**src/rtl/ft_tx_arbiter.sv**
```systemverilog
`default_nettype none
// ============================================================================
// Module   : ft_tx_arbiter
// Purpose  : Round-robin arbiter sharing the FT600 TX write channel between
//            N_REQ burst sources. The winner owns the bus for one burst, which
//            ends on its last flag or after MAX_BURST words. Each burst is
//            followed by a GAP_TICKS idle gap.
// Ports    : clk, rst_n           - clock, async active-low reset
//            req                  - per-source burst pending
//            src_data/valid/last  - per-source word stream
//            src_ready            - per-source accept strobe (combinational)
//            grant                - registered one-hot owner (0 = no owner)
//            txe_n                - FT600 FIFO has space when low
//            wr_n, data           - FT600 write strobe (active low) and data
//            burst_done           - one-cycle pulse with the final write
// Revision : 1.0 - initial release
// ============================================================================
module ft_tx_arbiter #(
  parameter int N_REQ     = 4,
  parameter int DATA_W    = 8,
  parameter int MAX_BURST = 256,
  parameter int GAP_TICKS = 4
) (
  input  logic                      clk,
  input  logic                      rst_n,
  input  logic [N_REQ-1:0]          req,
  input  logic [N_REQ*DATA_W-1:0]   src_data,
  input  logic [N_REQ-1:0]          src_valid,
  input  logic [N_REQ-1:0]          src_last,
  output logic [N_REQ-1:0]          src_ready,
  output logic [N_REQ-1:0]          grant,
  input  logic                      txe_n,
  output logic                      wr_n,
  output logic [DATA_W-1:0]         data,
  output logic                      burst_done
);

  localparam int c_idx_w = $clog2(N_REQ);
  localparam int c_cnt_w = $clog2(MAX_BURST);
  localparam int c_gap_w = $clog2(GAP_TICKS + 1);
  localparam logic [N_REQ-1:0] c_one = {{(N_REQ-1){1'b0}}, 1'b1};

  typedef enum logic [1:0] {
    S_IDLE = 2'd0,
    S_XFER = 2'd1,
    S_GAP  = 2'd2
  } state_t;

  state_t               r_state;
  state_t               w_state_nxt;
  logic [c_idx_w-1:0]   r_rr_ptr;     // last winner; doubles as owner index
  logic [N_REQ-1:0]     r_grant;
  logic [c_cnt_w-1:0]   r_word_cnt;
  logic [c_gap_w-1:0]   r_gap_cnt;
  logic                 r_wr_n;
  logic [DATA_W-1:0]    r_data;
  logic                 r_burst_done;

  logic                 w_found;
  logic [c_idx_w-1:0]   w_pick;
  logic                 w_own_valid;
  logic                 w_own_last;
  logic [DATA_W-1:0]    w_own_data;
  logic                 w_accept;
  logic                 w_end;

  // Round-robin search starting one past the last winner. Scanning from the
  // farthest candidate back to the nearest lets the nearest requester win.
  always_comb begin
    w_found = 1'b0;
    w_pick  = '0;
    for (int k = N_REQ; k >= 1; k--) begin
      if (req[c_idx_w'((int'(r_rr_ptr) + k) % N_REQ)]) begin
        w_found = 1'b1;
        w_pick  = c_idx_w'((int'(r_rr_ptr) + k) % N_REQ);
      end
    end
  end

  // Owner stream mux.
  always_comb begin
    w_own_valid = 1'b0;
    w_own_last  = 1'b0;
    w_own_data  = '0;
    for (int i = 0; i < N_REQ; i++) begin
      if (c_idx_w'(i) == r_rr_ptr) begin
        w_own_valid = src_valid[i];
        w_own_last  = src_last[i];
        w_own_data  = src_data[i*DATA_W +: DATA_W];
      end
    end
  end

  // txe_n is only looked at here: once accepted, a word is written next cycle.
  assign w_accept = (r_state == S_XFER) && w_own_valid && !txe_n;
  assign w_end    = w_accept && (w_own_last ||
                    (r_word_cnt == c_cnt_w'(MAX_BURST - 1)));

  always_ff @(posedge clk or negedge rst_n) begin
    if (!rst_n) begin
      r_state <= S_IDLE;
    end else begin
      r_state <= w_state_nxt;
    end
  end

  always_comb begin
    w_state_nxt = r_state;
    src_ready   = '0;
    if (w_accept) begin
      src_ready = c_one << r_rr_ptr;
    end
    case (r_state)
      S_IDLE: if (w_found) w_state_nxt = S_XFER;
      S_XFER: if (w_end) w_state_nxt = S_GAP;
      S_GAP:  if (r_gap_cnt == c_gap_w'(GAP_TICKS - 1)) w_state_nxt = S_IDLE;
      default: w_state_nxt = S_IDLE;
    endcase
  end

  always_ff @(posedge clk or negedge rst_n) begin
    if (!rst_n) begin
      r_rr_ptr     <= c_idx_w'(N_REQ - 1);
      r_grant      <= '0;
      r_word_cnt   <= '0;
      r_gap_cnt    <= '0;
      r_wr_n       <= 1'b1;
      r_data       <= '0;
      r_burst_done <= 1'b0;
    end else begin
      r_wr_n       <= !w_accept;
      r_burst_done <= w_end;
      if (w_accept) begin
        r_data <= w_own_data;
      end
      case (r_state)
        S_IDLE: begin
          if (w_found) begin
            r_grant    <= c_one << w_pick;
            r_rr_ptr   <= w_pick;
            r_word_cnt <= '0;
          end
        end
        S_XFER: begin
          if (w_accept) begin
            r_word_cnt <= r_word_cnt + 1'b1;
          end
          if (w_end) begin
            r_grant   <= '0;
            r_gap_cnt <= '0;
          end
        end
        S_GAP: begin
          r_gap_cnt <= r_gap_cnt + 1'b1;
        end
        default: begin
          r_grant <= '0;
        end
      endcase
    end
  end

  assign grant      = r_grant;
  assign wr_n       = r_wr_n;
  assign data       = r_data;
  assign burst_done = r_burst_done;

endmodule
`default_nettype wire

```
**config.mk**
```make
export PLATFORM = sky130hd
export DESIGN_NAME = ft_tx_arbiter
export DESIGN_NICKNAME = d
export VERILOG_FILES = /design/src/rtl/ft_tx_arbiter.sv
export SDC_FILE = /design/constraint.sdc
export NUM_CORES = 1
export LEC_CHECK = 0
export BUFFER_PORTS_ARGS = -buffer_cell sky130_fd_sc_hd__buf_4
export CAP_MARGIN = 15
export CORE_AREA = 2 2 76 78
export CTS_CLUSTER_SIZE = 24
export DETAILED_ROUTE_END_ITERATION = 12
export DIE_AREA = 0 0 78 80
export REMOVE_ABC_BUFFERS = 1
export SYNTH_ARGS = -nofsm -noshare
export SYNTH_HDL_FRONTEND = slang
export SYNTH_SLANG_ARGS = --single-unit
```
**constraint.sdc**
```tcl
create_clock -name clk -period 2.7 [get_ports clk]
set_input_delay 0.675 -clock clk [delete_from_list [all_inputs] [get_ports clk]]
set_output_delay 0.675 -clock clk [all_outputs]
set_load 0.005 [all_outputs]
```
==> results of run 1 <==
[timing repair]
| action | CTS | global route |
|---|---|---|
| endpoints found under the setup margin | 4 | 2 |
| gates resized for setup | 5 | 4 |
| buffers inserted | 2 | 3 |
| pin swaps | 1 | 0 |
[metal layers]
metal	global-route usage, %	wire length [um]	up-vias
met5	0	0	-
li1	-	-	937
met3	5.09	418	6
met2	27.9	2160	66
met4	5.26	59	0
met1	19.6	2180	830
[cell families (layout without fill, tap and decap cells)]
logic type	Yosys count	after routing	share of synthesized area [%]
adders and majority gates	7	7	4.73
xor gates and xnor gates	4	4	1.89
and+or+nand+nor	90	90	24.8
muxes	5	5	2.91
buffers and inverters	20	93	4.39
AOI/OAI and AO/OA	60	60	21.9
DFF	29	29	39.4
[cell type report]
cell class | count | area [um^2]
Tap cell | 72 | 90.1
Sequential cell | 29 | 729
Clock buffer | 8 | 80.1
Inverter | 8 | 32.5
Multi-Input combinational cell | 166 | 1080
Fill cell | 555 | 2820
Timing Repair Buffer | 77 | 578
[worst max-delay path, stage by stage (launching register included)]
cell	delay (ns)
dfstp_2	0.60
inv_4	0.08
ha_4	0.17
nor3b_2	0.16
nor3_4	0.19
and3_4	0.21
and2_1	0.12
buf_4	0.10
[through the flow]
step	instances	hold WS (ns)	power, mW	setup slack [ns]	utilization [%]
floorplan	203	0.379	1.64	0.114	-
global placement	347	0.467	2.17	0.0652	45.0
detailed placement	347	0.477	2.19	0.0116	45.0
CTS	357	0.317	2.59	0.0309	47.0
global route	360	0.340	2.88	0.0154	47.9
finish	360	0.311	2.62	0.105	47.9
[registers in the layout, summed over array words and instances (netlist names)]
name        count
r_state         2
burst_done      1
r_word_cnt      8
r_gap_cnt       3
r_rr_ptr        2
grant           4
data            8
wr_n            1
[path summary, 6_finish.rpt]
check / startpoint / to / slack [ns]
min in group clk: r_word_cnt[5] / r_word_cnt[5] / 0.48
min: rst_n / data[1] / 0.31
max in group asynchronous: rst_n / r_rr_ptr[0] / 2.07
max: r_rr_ptr[0] / src_ready[1] / 0.10
min reg2reg: r_word_cnt[5] / r_word_cnt[5] / 0.48
max reg2reg: r_rr_ptr[0] / grant[3] / 0.34
[power groups by stage]
stage               registers (mW)  clock network (mW)  logic [mW]
floorplan                    0.723                   0       0.916
global placement             0.721                   0        1.45
detailed placement           0.727                   0        1.47
CTS                          0.711               0.362        1.52
global route                 0.741               0.374        1.76
finish                       0.719               0.346        1.56
[synth_stat cells, types with 2 or more instances]
cell type  instances  area, um^2
a211oi_1           3        22.5
nand2b_1           3        18.8
clkbuf_1           7        26.3
a221oi_1          10        87.6
nand3b_1           2        15.0
nor3_1            12        60.1
nand3_1            2        10.0
nand2_1           28         105
o22ai_1            4        25.0
ha_1               7        87.6
and3_1             3        18.8
and2_1             5        31.3
o31ai_1            2        15.0
a21oi_1           14        70.1
nor2_1            13        48.8
mux2i_1            2        20.0
dfrtp_1           26         651
buf_2              5        25.0
inv_1              7        26.3
nand4_1            4        25.0
o221ai_1           2        17.5
xor2_1             3        26.3
dfstp_2            3        78.8
a32o_1             2        20.0
mux2_2             2        22.5
nor2b_1           13        81.3
o21ai_0           13        65.1
o211ai_1           2        15.0
==> reports/qor.log, run 1 <==
[place] post-DP HPWL 3640 um
[worst_hold_path] class of the most critical hold timing path input port to asynchronous set/reset pin
[yosys] number of different library cells in the post-synthesis netlist 44
[timing] Rel. slew slack 63.2%
[floorplanning] effective utilization at floorplan 34.3%
[timing] Hold Fails Final Rpt 0
[timing] max-slew violation total from the final report 0
[detailed_routing] WL final 4820 um
[clock_tree] clock tree from TritonCTS yes
[run] maxcap violations 0
[critical_path] Worst EP required 2.03 ns
[critical_path] signal arrival time at the worst endpoint 1.92 ns
[yosys] most common flop cell mapped by yosys dfrtp_1
[floorplanning] row count 27
[layout] most common cell after layout, fill and taps aside buf_4
[detailed_routing] number of nets with antenna violations after detailed routing 0
[detailed_routing] drt first-iter violations 39
[yosys] proportion of synthesized flip-flops having asynchronous set or reset 100%
[timing] final critical-path share of the clock period 96.1%
[yosys] post-synthesis cell count 215
[clock_tree] clock-pin slew reported for the worst setup and hold paths after clock tree synthesis 0.06 ns
[power_and_ir_drop] total power divided by cell area 1010 nW/um^2
[detailed_routing] overall via count from detail_route 1839
[power_and_ir_drop] share of total power in sequential cells 27.4%
[yosys] Yosys warning total 0
[floorplanning] core region area 5410 um^2
[timing] setup violation total in the final timing report 0
[power_and_ir_drop] total internal power 1.54 mW
[layout] layout cell share with drive strength beyond 1 33.3%
[timing] worst clock skew 0.00380 ns
[critical_path] type of element capturing the critical path output pin
[place] # port buffers 64
[layout] layout overhead on the synthesized area 39.7%
[floorplanning] I/O pin count 65
[detailed_routing] DRT Pass-1 Iters 5
[power_and_ir_drop] switching power summed over all nets 1.08 mW
[critical_path] depth of the most critical reg-to-reg path 6
[timing] transition time at the pin with the least slew margin 0.553 ns
[place] placer congestion estimate 0.782
[detailed_routing] Via-to-Cell Ratio 5.11
[power_and_ir_drop] clock network fraction of total power 13.2%
[timing] RSZ-0062 raised after global routing false
[grt] grt ovf 0
[yosys] sequential element share of the synthesized area 39.4%
[layout] highest-count cells in the layout ignoring fill and taps buf_4 (77), nand2_1 (28), dfrtp_1 (26)
[critical_path] maximum fanout along the worst path 7
[power_and_ir_drop] Leakage 1.18 nW
[critical_path] critical path class flip-flop to output pin
[clock_tree] CTS sink cnt 29
[outcome] result of the run complete, no violations
[timing] fmax 0.385 GHz
[clock_tree] CTS HTree Levels 2
[layout] finished layout cell area 2590 um^2
[layout] Antenna diodes 0
[clock_tree] total of hold buffers inserted after clock tree synthesis 0
[grt] number of global-route vias before repair 1740
[clock_tree] clock root buffer master clkbuf_8
[clock_tree] clock latency at the later pin of the worst-skew pair 0.28 ns
[grt] number of antenna violations at the first check in global routing 0
[detailed_routing] drt drc 0
[clock_tree] number of clock buffers inserted by TritonCTS 5
[floorplanning] die width 78 um
[detailed_routing] post-detailed-route wirelength per cell 13.4 um
[critical_path] Worst Setup Start Kind flip-flop
[timing] final critical path time including I/O delays and setup 2.60 ns
[power_and_ir_drop] combinational group share of total power 59.4%
[yosys] average size of a mapped cell 8.61 um^2
[yosys] area of the mapped netlist 1850 um^2
[floorplanning] floorplan die height 80 um
[place] Cell Area, Placed 2430 um^2
[yosys] flip-flop and latch count after synthesis 29
[grt] largest net degree at the start of global routing 30
[clock_tree] clock buffer depth 2
[yosys] number of flops mapped to enable cells by yosys 0
[floorplanning] overall die area 6240 um^2
[timing] total negative slack for setup checks 0 ns
[grt] total routing resource utilization after global routing 16.4%
[power_and_ir_drop] switching part of the total 41.1%
[layout] Final Net Count 341
[grt] wire length of the first global-routing pass 8040 um
[power_and_ir_drop] worst ir drop on vdd 0.385 mV
Note: power is estimated with default switching activity, not from simulation.
==> run 2, diff against run 1 <==
- ABC_AREA: default -> 1
- CORE_AREA: 2 2 76 78 -> 2 2 78 80
- DIE_AREA: 0 0 78 80 -> 0 0 80 82
==> run 2 against run 1 <==
  * Non-clock buffer count fell by 6
  * First-iteration DRC count is 5.1% higher
  * Global-route usage is 0.11 points higher
==> reports/qor.log, run 2 <==
[timing] RSZ-0062 raised after global routing false
[place] post-DP HPWL 3880 um [+6.7%]
[power_and_ir_drop] total internal power 1.49 mW [-3.5%]
[timing] final critical path time including I/O delays and setup 2.54 ns [-0.0507 ns]
[timing] worst clock skew 0.00465 ns [+0.000849 ns]
[critical_path] Critical Path, Cell by Cell inv_2, ha_2, inv_1, nand3_1, a21oi_2, inv_2, nor2_1, buf_4
[timing] setup violation total in the final timing report 0 [unchanged]
[timing] final critical-path share of the clock period 94.2% [-1.9 points]
[clock_tree] clock-pin slew reported for the worst setup and hold paths after clock tree synthesis 0.06 ns [about the same]
[grt] wire length of the first global-routing pass 8360 um [+4.0%]
[yosys] sequential element share of the synthesized area 38.0% [-1.4 points]
[floorplanning] die width 80 um [+2.6%]
[timing] fmax 0.393 GHz [+2.0%]
[critical_path] maximum fanout along the worst path 8 [+1]
[detailed_routing] WL final 4970 um [+3.1%]
[layout] Cell Count, Final, Fillers Out 409 [+14%]
[layout] layout cell share with drive strength beyond 1 31.1% [-2.2 points]
[detailed_routing] Via-to-Cell Ratio 4.67 [-8.5%]
[critical_path] Top cell by count, worst path inv_2
[power_and_ir_drop] Leakage 1.35 nW [+14%]
[clock_tree] CTS HTree Levels 2 [unchanged]
[floorplanning] effective utilization at floorplan 33.4% [-0.81 points]
[clock_tree] clock tree from TritonCTS yes
[yosys] number of flops mapped to enable cells by yosys 0 [unchanged]
[critical_path] Worst EP required 2.03 ns [about the same]
[place] cell count after placement 399 [+15%]
[layout] most common cell after layout, fill and taps aside nand2_1
[critical_path] critical path class flip-flop to output pin
[clock_tree] CTS sink cnt 29 [unchanged]
[layout] Final Net Count 387 [+13%]
[critical_path] signal arrival time at the worst endpoint 1.87 ns [-0.05 ns]
[yosys] Yosys warning total 0 [unchanged]
[critical_path] Worst Setup Start Kind flip-flop
[critical_path] type of element capturing the critical path output pin
[floorplanning] I/O pin count 65 [unchanged]
[layout] layout overhead on the synthesized area 34.3%
[place] placer congestion estimate 0.879 [+12%]
[worst_hold_path] class of the most critical hold timing path input port to asynchronous set/reset pin
[clock_tree] clock buffer depth 2 [unchanged]
[timing] Hold Fails Final Rpt 0 [unchanged]
[place] # port buffers 64 [unchanged]
[timing] post-route worst hold slack 0.316 ns [+0.00519 ns]
[floorplanning] core region area 5750 um^2 [+6.3%]
[floorplanning] overall die area 6560 um^2 [+5.1%]
[yosys] most common flop cell mapped by yosys dfrtp_1
[yosys] top cells by instance count after synthesis nand2_1 (78), inv_1 (29), dfrtp_1 (26), nor2_1 (25), nand3_1 (17)
[detailed_routing] drt first-iter violations 41 [+5.1%]
[yosys] flip-flop and latch count after synthesis 29 [unchanged]
[grt] grt ovf 0 [unchanged]
[outcome] result of the run complete, no violations
[detailed_routing] drt drc 0 [unchanged]
[grt] total routing resource utilization after global routing 16.5% [+0.11 points]
[power_and_ir_drop] switching part of the total 46.6% [+5.5 points]
[grt] number of antenna violations at the first check in global routing 0 [unchanged]
[floorplanning] row count 28 [+3.7%]
[timing] Rel. slew slack 62.2% [-0.92 points]
[clock_tree] number of clock buffers inserted by TritonCTS 5 [unchanged]
[yosys] number of different library cells in the post-synthesis netlist 36 [-18%]
[power_and_ir_drop] switching power summed over all nets 1.30 mW [+21%]
[yosys] average size of a mapped cell 7.34 um^2 [-15%]
[yosys] area of the mapped netlist 1920 um^2 [+3.8%]
[layout] highest-count cells in the layout ignoring fill and taps nand2_1 (78), buf_4 (71), inv_1 (29)
[floorplanning] floorplan die height 82 um [+2.5%]
[grt] largest net degree at the start of global routing 30 [unchanged]
[layout] Antenna diodes 0 [unchanged]
[power_and_ir_drop] combinational group share of total power 60.5% [+1.1 points]
[critical_path] worst stage delay on the critical path 0.58 ns [-0.02 ns]
[detailed_routing] number of nets with antenna violations after detailed routing 0 [unchanged]
[detailed_routing] overall via count from detail_route 1912 [+4.0%]
[clock_tree] total of hold buffers inserted after clock tree synthesis 0 [unchanged]
[timing] transition time at the pin with the least slew margin 0.564 ns [+0.0118 ns]
[power_and_ir_drop] share of total power in sequential cells 27.2% [-0.2 points]
[yosys] post-synthesis cell count 262 [+22%]
[detailed_routing] post-detailed-route wirelength per cell 12.1 um [-9.2%]
[yosys] Area contributors post-synth dfrtp_1 (34%), nand2_1 (15%), inv_1 (5.7%), nor2_1 (4.9%), ha_1 (4.6%)
[yosys] dominant cell by count in the synthesized netlist nand2_1
[power_and_ir_drop] worst ir drop on vdd 0.562 mV [+46%]
[yosys] cell taking the most area after synthesis dfrtp_1
[power_and_ir_drop] total power divided by cell area 1080 nW/um^2 [+6.7%]
[detailed_routing] DRT Pass-1 Iters 6 [+1]
[yosys] fraction of post-synthesis cell area in the top cell type by area 33.9% [-1.3 points]
[grt] number of global-route vias before repair 1831 [+5.2%]
[run] maxcap violations 0 [unchanged]
[timing] max-slew violation total from the final report 0 [unchanged]
[clock_tree] clock latency at the later pin of the worst-skew pair 0.28 ns [about the same]
[critical_path] critical path's slowest cell dfstp_2
[clock_tree] clock root buffer master clkbuf_8
[power_and_ir_drop] clock network fraction of total power 12.3% [-0.9 points]
[yosys] proportion of synthesized flip-flops having asynchronous set or reset 100% [unchanged]
==> run 2: changes by cell type in the layout (fill, tap and decap cells not counted), moves of 6 or more <==
cell	previous run	this run
nand2_1	28	78
nor3_1	12	2
a22oi_1	1	8
a31oi_1	0	8
a221oi_1	10	0
nand3_1	2	17
nor2_1	13	25
a21oi_1	14	8
nor2b_1	13	0
buf_4	77	71
inv_1	6	29
==> run 2: logic make-up after synthesis <==
family,count (synthesis),synth area share (%)
and+or+nand+nor,138,32.2
AOI/OAI and AO/OA,48,15.9
buffers and inverters,39,8.98
DFF,29,38.0
adders and majority gates,7,4.56
xor gates and xnor gates,1,0.456
==> run 2: final cells by class <==
class | instances | area [um^2]
Clock buffer | 6 | 72.6
Fill cell | 613 | 3160
Timing Repair Buffer | 71 | 533
Inverter | 32 | 120
Multi-Input combinational cell | 194 | 1020
Tap cell | 75 | 93.8
Sequential cell | 29 | 729
Clock inverter | 2 | 10.0
==> run 2: critical path, delay by kind of cell, from the launching register on <==
kind	cells	cell delay, ns
buf+inv	4	0.43
fa+ha+maj	1	0.23
compound gates	1	0.17
simple gates	2	0.19
flops	1	0.58
==> run 2: power groups by stage <==
stage	clock [mW]	sequential (mW)	combinational (mW)
final	0.342	0.758	1.69
after global routing	0.378	0.782	1.93
after CTS	0.362	0.764	1.68
after detailed placement	0	0.770	1.67
after global placement	0	0.766	1.66
after floorplan	0	0.756	1.14
==> run 2: path summary, 6_finish.rpt <==
check	from	endpoint	slack (ns)	depth (start not counted)
min reg2reg	r_gap_cnt[0]	r_gap_cnt[0]	0.48	1
max in group asynchronous	rst_n	r_rr_ptr[0]	2.05	1
min	rst_n	data[5]	0.32	1
min in group clk	r_gap_cnt[0]	r_gap_cnt[0]	0.48	1
max	r_rr_ptr[0]	src_ready[2]	0.16	8
max reg2reg	r_rr_ptr[0]	grant[3]	0.52	11
==> run 2: routing by layer <==
layer / vias to the layer above / global-route usage [%] / wire length [um]
met5: - / 0 / 0
met4: 0 / 7.63 / 118
met3: 9 / 2.64 / 112
met2: 28 / 28.4 / 2470
met1: 879 / 20.1 / 2260
li1: 996 / - / -
==> run 2: per-stage QoR <==
stage | utilization, % | setup WS [ns] | setup TNS, ns | area (um^2) | total power, mW
after global routing | 44.9 | 0.0245 | 0 | 2580 | 3.09
after detailed placement | 43.2 | 0.364 | 0 | 2480 | 2.44
after global placement | 43.2 | 0.409 | 0 | 2480 | 2.42
after CTS | 44.6 | 0.0535 | 0 | 2560 | 2.80
after floorplan | - | -0.0622 | -0.249 | 1870 | 1.89
final | 44.9 | 0.156 | 0 | 2580 | 2.79
==> run 2: repair_timing <==
action / in CTS / in global routing
setup buffers: 0 / 2
resized for setup: 0 / 1
setup endpoints to repair: 0 / 4
==> run 3, diff against run 2 <==
- clock period: 2.7 -> 3.06 ns (I/O delays scaled with it)
==> run 3 against run 2 <==
  * Worst setup slack better by 0.030 ns
  * Cell area down 1.3%
  * Combinational power down 15%
  * Clock skew up 0.0011 ns
  * Final cell count down 0.98%
  * Sequential power down 11%
  * Highest routed layer unchanged
==> reports/qor.log, run 3 (synthesized netlist as in run 2, its figures left out) <==
[layout] filler cell count 598 [-2.4%]
[timing] setup violation total in the final timing report 0 [unchanged]
[grt] wire length of the first global-routing pass 8250 um [-1.4%]
[clock_tree] clock tree from TritonCTS yes
[critical_path] Worst Setup Start Kind flip-flop
[floorplanning] row count 28 [unchanged]
[power_and_ir_drop] switching part of the total 46.7% [+0.19 points]
[detailed_routing] wire length on met2 2370 um [-4.3%]
[timing] RSZ-0062 raised after global routing false
[clock_tree] number of clock buffers inserted by TritonCTS 5 [unchanged]
[floorplanning] core region area 5750 um^2 [unchanged]
[detailed_routing] Via-to-Cell Ratio 4.65 [-0.44%]
[detailed_routing] WL met1 2130 um [-5.6%]
[power_and_ir_drop] total internal power 1.29 mW [-14%]
[power_and_ir_drop] Leakage 1.33 nW [-1.3%]
[worst_hold_path] class of the most critical hold timing path input port to asynchronous set/reset pin
[place] Cell Area, Placed 2470 um^2 [-0.60%]
[power_and_ir_drop] worst ir drop on vdd 0.513 mV [-8.7%]
[detailed_routing] DRT Pass-1 Iters 4 [-2]
[detailed_routing] overall via count from detail_route 1885 [-1.4%]
[grt] number of global-route vias before repair 1847 [+0.87%]
[layout] Cell Count, Final, Fillers Out 405 [-0.98%]
[layout] Final Net Count 383 [-1.0%]
[layout] most common cell after layout, fill and taps aside nand2_1
[place] placer congestion estimate 0.866 [-1.5%]
[clock_tree] clock root buffer master clkbuf_8
[critical_path] critical path class flip-flop to output pin
[place] worst-case setup slack after placement 0.507 ns [+0.143 ns]
[detailed_routing] length of routed met3 wiring 161 um [+44%]
[layout] layout cell share with drive strength beyond 1 30.0% [-1.1 points]
[clock_tree] total of hold buffers inserted after clock tree synthesis 0 [unchanged]
[detailed_routing] WL final 4800 um [-3.3%]
[layout] core occupancy in the finished layout 44.4% [-0.57 points]
[layout] finished layout cell area 2550 um^2 [-1.3%]
[timing] fmax 0.348 GHz
[layout] multi-input combinational cell area 1020 um^2 [-0.24%]
[detailed_routing] drt first-iter violations 95 [+130%]
[clock_tree] Post-CTS Setup Inserts 0 [unchanged]
[detailed_routing] drt drc 0 [unchanged]
[floorplanning] I/O pin count 65 [unchanged]
[place] cell count after placement 397 [-0.50%]
[place] post-DP HPWL 3850 um [-0.89%]
[floorplanning] overall die area 6560 um^2 [unchanged]
[timing] max-slew violation total from the final report 0 [unchanged]
[floorplanning] floorplan die height 82 um [unchanged]
[place] # port buffers 64 [unchanged]
[critical_path] signal arrival time at the worst endpoint 2.11 ns [+0.24 ns]
[timing] post-route worst hold slack 0.398 ns [+0.0822 ns]
[grt] largest net degree at the start of global routing 30 [unchanged]
[clock_tree] clock buffer depth 2 [unchanged]
[clock_tree] clock-pin slew reported for the worst setup and hold paths after clock tree synthesis 0.06 ns [about the same]
[timing] Rel. slew slack 65.3% [+3.1 points]
[critical_path] maximum fanout along the worst path 12 [+4]
[outcome] result of the run complete, no violations
[grt] grt ovf 0 [unchanged]
[power_and_ir_drop] share of total power in sequential cells 27.9% [+0.7 points]
[timing] final worst setup slack 0.186 ns [+0.0300 ns]
[detailed_routing] uppermost routed layer met4
[layout] Antenna diodes 0 [unchanged]
[grt] total routing resource utilization after global routing 16.2% [-0.23 points]
[power_and_ir_drop] total power divided by cell area 947 nW/um^2 [-12%]
[clock_tree] post-cts gate resize count 0 [unchanged]
[detailed_routing] post-detailed-route wirelength per cell 11.9 um [-2.4%]
[run] maxcap violations 0 [unchanged]
[power_and_ir_drop] switching power summed over all nets 1.13 mW [-13%]
[critical_path] type of element capturing the critical path output pin
[power_and_ir_drop] overall power of the completed layout 2.41 mW [-13%]
[timing] transition time at the pin with the least slew margin 0.518 ns [-0.0464 ns]
[timing] total negative slack for setup checks 0 ns [unchanged]
[power_and_ir_drop] clock network fraction of total power 12.6% [+0.3 points]
[clock_tree] CTS sink cnt 29 [unchanged]
[floorplanning] effective utilization at floorplan 33.4% [unchanged]
[layout] highest-count cells in the layout ignoring fill and taps nand2_1 (78), buf_4 (67), inv_1 (29)
[layout] layout overhead on the synthesized area 32.6%
[timing] final critical-path share of the clock period 93.9%
[detailed_routing] number of nets with antenna violations after detailed routing 0 [unchanged]
[layout] area of all sequential standard cells 729 um^2 [unchanged]
[clock_tree] CTS HTree Levels 2 [unchanged]
[timing] final critical path time including I/O delays and setup 2.87 ns
[timing] worst clock skew 0.00573 ns [+0.00108 ns]
[floorplanning] die width 80 um [unchanged]
[critical_path] Worst EP required 2.29 ns [+0.26 ns]
[grt] number of antenna violations at the first check in global routing 0 [unchanged]
[power_and_ir_drop] combinational group share of total power 59.5% [-1.0 points]
[timing] Hold Fails Final Rpt 0 [unchanged]
[clock_tree] clock latency at the later pin of the worst-skew pair 0.28 ns [about the same]
run 3: cell count changes in the layout (fill, tap and decap cells not counted), sizes merged:
| cell | change |
|---|---|
| buf | -4 |
run 3: cell type report:
type	count	area share [%]
Timing Repair Buffer	67	19.7
Clock inverter	2	0.393
Inverter	32	4.71
Sequential cell	29	28.6
Tap cell	75	3.68
Clock buffer	6	2.85
Multi-Input combinational cell	194	40.0
run 3: power groups by stage:
stage / Sequential, mW / Clock (mW) / Combinational [mW]
2_1_floorplan: 0.667 / 0 / 1.00
3_3_place_gp: 0.676 / 0 / 1.44
3_5_place_dp: 0.680 / 0 / 1.45
4_1_cts: 0.675 / 0.318 / 1.46
5_1_grt: 0.692 / 0.336 / 1.65
6_report: 0.673 / 0.304 / 1.44
run 3: worst paths after layout:
kind / startpoint / to / depth (start not counted) / slack (ns)
min in group clk: r_gap_cnt[0] / r_gap_cnt[0] / 1 / 0.49
setup / recovery: r_rr_ptr[0] / src_ready[3] / 8 / 0.19
hold / removal: rst_n / data[5] / 1 / 0.40
setup reg to reg: r_rr_ptr[0] / grant[1] / 11 / 0.67
hold reg to reg: r_gap_cnt[0] / r_gap_cnt[0] / 1 / 0.49
max in group asynchronous: rst_n / wr_n / 1 / 2.34
run 3: worst max-delay path, cell delays in order (launching register included):
cell     delay (ns)
dfstp_2        0.61
ha_1           0.43
inv_1          0.13
nand2_1        0.09
nand3_1        0.08
a21oi_2        0.16
inv_2          0.11
nor2_1         0.10
buf_4          0.12
run 3: layer usage:
layer,track usage (%),up-vias
met5,0,-
met4,8.14,0
met1,20.5,840
met3,2.75,13
li1,-,991
met2,26.8,41
